$ cat src/rtl/dispatch_pkg.sv
// Shared types and constants for the command dispatcher.
// Optional feature macro: CMD_DISPATCH_TIMEOUT_EN (per-command watchdog).
package dispatch_pkg;

    typedef enum logic [1:0] {
        IDLE    = 2'd0,
        ACTIVE  = 2'd1,
        REPLY   = 2'd2,
        WAIT_TX = 2'd3
    } dispatch_state_t;

    localparam logic [7:0] REPLY_ACK = 8'h06;
    localparam logic [7:0] REPLY_NAK = 8'h15;
    localparam logic [7:0] REPLY_TMO = 8'hEE;
    localparam logic [7:0] REPLY_ABT = 8'h18;
    localparam logic [7:0] CMD_ABORT = 8'h18;

endpackage

$ cat src/rtl/dispatch_watchdog.sv
// Per-command watchdog: counts enabled cycles since the last clear and
// flags the cycle on which the count reaches TIMEOUT_CYCLES-1.
module dispatch_watchdog #(
    parameter int TIMEOUT_CYCLES = 50_000_000
) (
    input  logic clk,
    input  logic reset,
    input  logic clr,
    input  logic en,
    output logic tc
);
    localparam int CNT_W = $clog2(TIMEOUT_CYCLES);
    localparam logic [CNT_W-1:0] TC_VAL = CNT_W'(TIMEOUT_CYCLES - 1);

    logic [CNT_W-1:0] cnt_q, cnt_d;

    // Next count: clear wins over enable; holds otherwise.
    always_comb begin
        cnt_d = cnt_q;
        if (clr)
            cnt_d = '0;
        else if (en)
            cnt_d = cnt_q + 1'b1;
    end

    // Count register.
    always_ff @(posedge clk or posedge reset) begin
        if (reset)
            cnt_q <= '0;
        else
            cnt_q <= cnt_d;
    end

    assign tc = (cnt_q == TC_VAL);

endmodule

$ cat src/rtl/cmd_dispatcher.sv
// Command dispatcher: decodes UART command bytes against a unit table,
// activates the matching unit, waits for done/abort/timeout and sends a
// status byte back. Optional macro CMD_DISPATCH_TIMEOUT_EN adds the
// per-command watchdog and the TMO reply.
module cmd_dispatcher
    import dispatch_pkg::*;
#(
    parameter int                     N_UNITS        = 4,
    parameter logic [N_UNITS*8-1:0]   CMD_CODES      = {8'h71, 8'h22, 8'h21, 8'h11},
    parameter int                     TIMEOUT_CYCLES = 50_000_000
) (
    input  logic               clk,
    input  logic               reset,
    input  logic               rx_ready,
    input  logic [7:0]         rx_data,
    input  logic [N_UNITS-1:0] done,
    input  logic               tx_active,
    input  logic               tx_done,
    output logic [N_UNITS-1:0] activate,
    output logic [7:0]         state,
    output logic               busy,
    output logic               tx_start,
    output logic [7:0]         tx_data
);

    if (TIMEOUT_CYCLES < 2) begin : g_bad_timeout
        $error("cmd_dispatcher: TIMEOUT_CYCLES must be at least 2");
    end

    dispatch_state_t    fsm_q, fsm_d;
    logic [N_UNITS-1:0] activate_q, activate_d;
    logic [7:0]         state_q, state_d;
    logic               busy_q, busy_d;
    logic               tx_start_q, tx_start_d;
    logic [7:0]         tx_data_q, tx_data_d;
    logic [7:0]         reply_q, reply_d;

    logic [N_UNITS-1:0] match_oh;
    logic               match_hit;
    logic               unit_done;
    logic               abort_hit;
    logic               wdog_tc;

    // Code lookup: scan high to low so the lowest matching index wins.
    always_comb begin
        match_oh  = '0;
        match_hit = 1'b0;
        for (int i = N_UNITS - 1; i >= 0; i--) begin
            if (rx_data == CMD_CODES[i*8 +: 8]) begin
                match_oh    = '0;
                match_oh[i] = 1'b1;
                match_hit   = 1'b1;
            end
        end
    end

    // activate_q doubles as the one-hot select of the running unit, so
    // done lines of other units are masked out here.
    assign unit_done = |(done & activate_q);
    assign abort_hit = rx_ready && (rx_data == CMD_ABORT);

`ifdef CMD_DISPATCH_TIMEOUT_EN
    dispatch_watchdog #(
        .TIMEOUT_CYCLES (TIMEOUT_CYCLES)
    ) u_watchdog (
        .clk   (clk),
        .reset (reset),
        .clr   (fsm_q != ACTIVE),
        .en    (fsm_q == ACTIVE),
        .tc    (wdog_tc)
    );
`else
    assign wdog_tc = 1'b0;
`endif

    // Next-state and registered-output computation.
    always_comb begin
        fsm_d      = fsm_q;
        activate_d = activate_q;
        state_d    = state_q;
        tx_start_d = 1'b0;
        tx_data_d  = tx_data_q;
        reply_d    = reply_q;

        case (fsm_q)
            IDLE: begin
                if (rx_ready) begin
                    if (match_hit) begin
                        fsm_d      = ACTIVE;
                        activate_d = match_oh;
                        state_d    = rx_data;
                    end else begin
                        fsm_d   = REPLY;
                        reply_d = REPLY_NAK;
                    end
                end
            end

            ACTIVE: begin
                // Same-cycle priority: done, then abort, then timeout.
                if (unit_done || abort_hit || wdog_tc) begin
                    fsm_d      = REPLY;
                    activate_d = '0;
                    state_d    = 8'h00;
                    if (unit_done)
                        reply_d = REPLY_ACK;
                    else if (abort_hit)
                        reply_d = REPLY_ABT;
                    else
                        reply_d = REPLY_TMO;
                end
            end

            REPLY: begin
                if (!tx_active) begin
                    fsm_d      = WAIT_TX;
                    tx_start_d = 1'b1;
                    tx_data_d  = reply_q;
                end
            end

            WAIT_TX: begin
                if (tx_done)
                    fsm_d = IDLE;
            end

            default: begin
                fsm_d      = IDLE;
                activate_d = '0;
                state_d    = 8'h00;
            end
        endcase

        busy_d = (fsm_d != IDLE);
    end

    // State and output registers.
    always_ff @(posedge clk or posedge reset) begin
        if (reset) begin
            fsm_q      <= IDLE;
            activate_q <= '0;
            state_q    <= 8'h00;
            busy_q     <= 1'b0;
            tx_start_q <= 1'b0;
            tx_data_q  <= 8'h00;
            reply_q    <= 8'h00;
        end else begin
            fsm_q      <= fsm_d;
            activate_q <= activate_d;
            state_q    <= state_d;
            busy_q     <= busy_d;
            tx_start_q <= tx_start_d;
            tx_data_q  <= tx_data_d;
            reply_q    <= reply_d;
        end
    end

    assign activate = activate_q;
    assign state    = state_q;
    assign busy     = busy_q;
    assign tx_start = tx_start_q;
    assign tx_data  = tx_data_q;

endmodule
$ cat config.mk
export PLATFORM = sky130hd
export DESIGN_NAME = cmd_dispatcher
export DESIGN_NICKNAME = d
export VERILOG_FILES = /design/src/rtl/dispatch_pkg.sv /design/src/rtl/dispatch_watchdog.sv /design/src/rtl/cmd_dispatcher.sv
export SDC_FILE = /design/constraint.sdc
export NUM_CORES = 1
export LEC_CHECK = 0
export CAP_MARGIN = 20
export CORE_UTILIZATION = 40
export DETAILED_ROUTE_END_ITERATION = 8
export DONT_BUFFER_PORTS = 1
export MAX_ROUTING_LAYER = met4
export SLEW_MARGIN = 0
export SYNTH_ARGS = -nofsm -noshare
export SYNTH_HDL_FRONTEND = slang
export SYNTH_SLANG_ARGS = --single-unit
export TNS_END_PERCENT = 10
$ cat constraint.sdc
create_clock -name clk -period 3.01 [get_ports clk]
set_input_delay 0.602 -clock clk [delete_from_list [all_inputs] [get_ports clk]]
set_output_delay 0.602 -clock clk [all_outputs]
set_load 0.1 [all_outputs]
## Yosys cells after proc, flatten, opt, wreduce, memory -nomap -nowiden

Cells that the tools add are included.

| word-level totals | value |
|---|---|
| word-level logic and storage cells | 60 |
| register bits after elaboration | 32 |
| input bits | 17 |
| output and inout bits | 22 |

| operators by class | value |
|---|---|
| equality and inequality tests | 12 |
| bitwise logic cells | 2 |
| reductions and logical operators | 9 |
| multiplexer cells | 30 |

Operators with widths:

| cell | number |
|---|---|
| $mux W8 | 8 |
| $pmux W8 S2 | 2 |
| $mux W4 | 7 |
| $eq A8 B5 Y1 const B | 2 |
| $eq A8 B6 Y1 const B | 2 |
| $mux W2 | 5 |
| $eq A8 B7 Y1 const B | 1 |
| $ne A2 B2 Y1 const B | 4 |
| $pmux W2 S4 | 1 |
| $pmux W4 S2 | 1 |
| $reduce_and A4 Y1 | 2 |
| $mux W1 | 6 |
| $and A4 B4 Y4 | 1 |
| $eq A2 B2 Y1 const B | 2 |
| $reduce_bool A2 Y1 | 2 |
| $reduce_or A4 Y1 | 1 |
| $eq A2 B1 Y1 const B | 1 |
| $logic_not A2 Y1 | 1 |
| $reduce_and A2 Y1 | 1 |
| $logic_and A1 B1 Y1 | 1 |
| $logic_or A1 B1 Y1 | 1 |
| $not A1 Y1 | 1 |

## Longest topological paths before layout

| logic depth | value |
|---|---|
| depth in word-level cells | 9 |
| mapped depth | 6 |
| gate-level depth less buffers | 4 |

## Worst setup path before layout

No wires, ideal clock.

| path | value |
|---|---|
| path type | register to register |
| from | register activate_q[2] (netlist: activate[2]) |
| to | register state_q[4] (netlist: state[4]) |
| path buffers | 1 |
| setup time | 125 ps |
| stages on the path, launching flop included | 6 |
| clock period less this slack | 2028 ps |
| data required time | 2885 ps |
| path slack | 982 ps |
| arrival | 1904 ps |
| path through | dfrtp_1 a22o_1 o21ai_0 buf_2 and3_4 mux2_2 |

| between the ends | value |
|---|---|
| longest elaborated chain between the ends | 5 |

RTL lines:

| what | RTL line | source |
|---|---|---|
| start, declared | cmd_dispatcher.sv:31 | `logic [N_UNITS-1:0] activate_q, activate_d;` |
| start signal, assigned | cmd_dispatcher.sv:149 | `activate_q <= activate_d;` |
| $and A4 B4 Y4 | cmd_dispatcher.sv:59 | `assign unit_done = \|(done & activate_q);` |
| $reduce_or A4 Y1 | cmd_dispatcher.sv:59 |  |
| $logic_or A1 B1 Y1 | cmd_dispatcher.sv:101 | `if (unit_done \|\| abort_hit \|\| wdog_tc) begin` |
| $ne A2 B2 Y1 (no source line) | -- |  |
| $reduce_and A4 Y1 (no source line) | -- |  |
| end signal, assigned | cmd_dispatcher.sv:150 | `state_q <= state_d;` |
| end, declared | cmd_dispatcher.sv:32 | `logic [7:0] state_q, state_d;` |

No other way between the ends.
A chain may end at the register's enable or synchronous reset.

==> results.yml <==
outcome:
  run_status: "complete, no violations"
clock_tree:
  cts.clk_slew.worst_paths_ps: 140
  htree_num_levels: 1
  clock-root-buffer: "clkbuf_4"
  post_cts_resized: 0
  hold_buffers: 0
  cts_tree: "yes"
  clk_latency_ps: 330
  cts_setup_buffers: 0
  clock-sinks: 28
  clock_path_buffers: 2
  numCtsBuffers: 3
hold_path:
  hold_class: "in2async"
setup_path:
  path_delay_family: "flip-flops"
  crit_path_max_incr_delay_ps: 730
  crit_cells: 1
  endpoint: "tx_data[7]"
  required_ps: 2410
  rrSetupSlack_ps: 1130
  timing.rr.end: "activate[2]"
  slowest_stage: "dfrtp_2"
  path_max_fanout: 4
  start_kind: "register"
  rr_worst_depth: 4
  cp-end-kind: "output pin"
  path_cells: "buf_4"
  startpoint: "tx_data[6]"
  path_class: "reg2out"
  timing.rr.start: "fsm_q[1]"
  path_buf_inv: 1
  arrival_ps: 1450
sta:
  fin_setup_tns_ps: 0
  hold_violations: 0
  fin_ws_ps: 961
  whs_ps: 231
  tightest_slew_ps: 936
  slew_violations: 0
  skew_ps: 4.73
  setup_viol: 0
  min_period_ps: 2050
  fin_crit_sh_pct: 68.1
  rsz0062_at_grt: "false"
  relSlewSlack_pct: 37.6
  clock.fmax_mhz: 488
yosys:
  synth_fp_nets: 126
  ys_seq_area_share_pct: 52.3
  synth_ff_type: "dfrtp_1"
  async_flop_share_pct: 100
  syn_area_per_cell_sq_um: 12.3
  synth_top_area_share_pct: 52.3
  synth_top_area_cell: "dfrtp_1"
  ys_ff_latch: 28
  yosys.cell_types.count: 37
  syn_area_sq_mm: 0.00134
  yosysMostFrequentCell: "dfrtp_1"
  synth_edf_count: 0
  ys_warn_count: 0
  syn_inst: 109
  synth.area.top_cells: "dfrtp_1 (52%), mux2_2 (11%), nand2_1 (2.2%)"
  synth_common_cells: "dfrtp_1 (28), mux2_2 (13), nand2_1 (8), inv_1 (5)"
die:
  initial_utilization_pct: 43.1
  num_rows: 20
  die_x_microns: 59.9
  core_area_sq_mm: 0.00310
  fp.dieH_microns: 59.9
  dieArea_sq_mm: 0.00358
  pin_count: 39
drt:
  top_layer: "met4"
  firstDrtPassIters: 2
  drt_iter0_markers: 9
  detail-route-antenna-nets: 0
  drt-wirelength-per-cell_microns: 16.6
  met2_length_mm: 1.25
  via_per_inst: 5.51
  wirelength_met1_mm: 1.22
  vias: 876
  drc: 0
  wl_met3_microns: 143
  wl_mm: 2.64
power:
  total_power_mw: 1.09
  peakVddDrop_mv: 0.321
  powerDensity_mw_per_mm2: 753
  leakage_nw: 0.695
finish:
  area_delta_synth_final_pct: 7.85
  num-nets-final: 133
  antenna_cells: 0
  num-fill-cells: 299
  drive_gt1_share_pct: 33.9
  fin_cells: 159
global_route:
  grt_pass1_wl_mm: 4.20
  grt_pass1_vias: 856
  grt_max_degree: 18
  antenna_found_initial: 0
  grtUsageTotal_pct: 16.7
  grt-ovfl-total: 0
place:
  dp_hpwl_mm: 1.94
  placement.io_buffers: 0
  gp_congestion: 0.712
  post-place-ws_ps: 835
  place_inst: 155
job:
  cap_violations: 0
[per-layer routing]
| metal | GRT usage, % | up-vias |
|---|---|---|
| li1 | - | 408 |
| met1 | 21.7 | 442 |
| met2 | 25.6 | 24 |
| met3 | 4.33 | 2 |
| met4 | 4.98 | 0 |
| met5 | - | - |
[report_power, final]
part	switching, mW	leakage [nW]	total [mW]	internal [mW]
Combinational	0.104	0.325	0.191	0.0861
Clock	0.108	0.0210	0.182	0.0741
Sequential	0.285	0.349	0.715	0.430
[area by class of cell]
class | instances | area, sq um | share of cell area [%]
multi-input cells | 70 | 572 | 39.6
repair buffers | 8 | 60.1 | 4.16
flip-flops and latches | 28 | 702 | 48.6
well taps | 44 | 55.1 | 3.81
clock buffers | 4 | 36.3 | 2.51
inverters | 5 | 18.8 | 1.30
[state kept, by name, indices dropped and copies added, names as in the netlist]
register  cells
tx_data       6
state         8
tx_start      1
activate      4
reply_q       6
busy          1
fsm_q         2
[metrics by stage]
stage | area [sq um] | utilization [%]
2_1_floorplan | 1340 | -
6_report | 1440 | 46.5
4_1_cts | 1440 | 46.5
3_3_place_gp | 1410 | 45.4
5_1_grt | 1440 | 46.5
3_5_place_dp | 1410 | 45.4
[layout by cell type (no fill, tap or decap), drive strengths merged, types with 2 or more instances in the layout]
cell / Yosys / final
nor3b: 4 / 4
mux2: 13 / 13
nor2: 2 / 2
dfrtp: 28 / 28
a22o: 2 / 2
nor2b: 3 / 3
inv: 5 / 5
a31oi: 3 / 3
buf: 5 / 8
and3: 7 / 7
nand3: 4 / 4
a31o: 2 / 2
clkbuf: 1 / 4
nor4b: 4 / 4
nand2: 8 / 8
mux2i: 2 / 2
a21oi: 2 / 2
[how the worst min path moves through the flow]
stage,start,end,depth (start not counted)
floorplan,reply_q[0],reply_q[0],2
global placement,reply_q[2],tx_data[2],1
detailed placement,reply_q[6],tx_data[6],1
CTS,reset,activate[1],1
global route,reset,activate[1],1
finish,reset,activate[1],1
[cells by family after synthesis]
group	Yosys count	share of synthesized area [%]
compound gates	15	8.69
buf+inv	11	4.95
simple gates	39	20.9
flops	28	52.3
xor+xnor	1	0.654
mux	15	12.4
No activity file was read; power rests on OpenSTA's default activity.
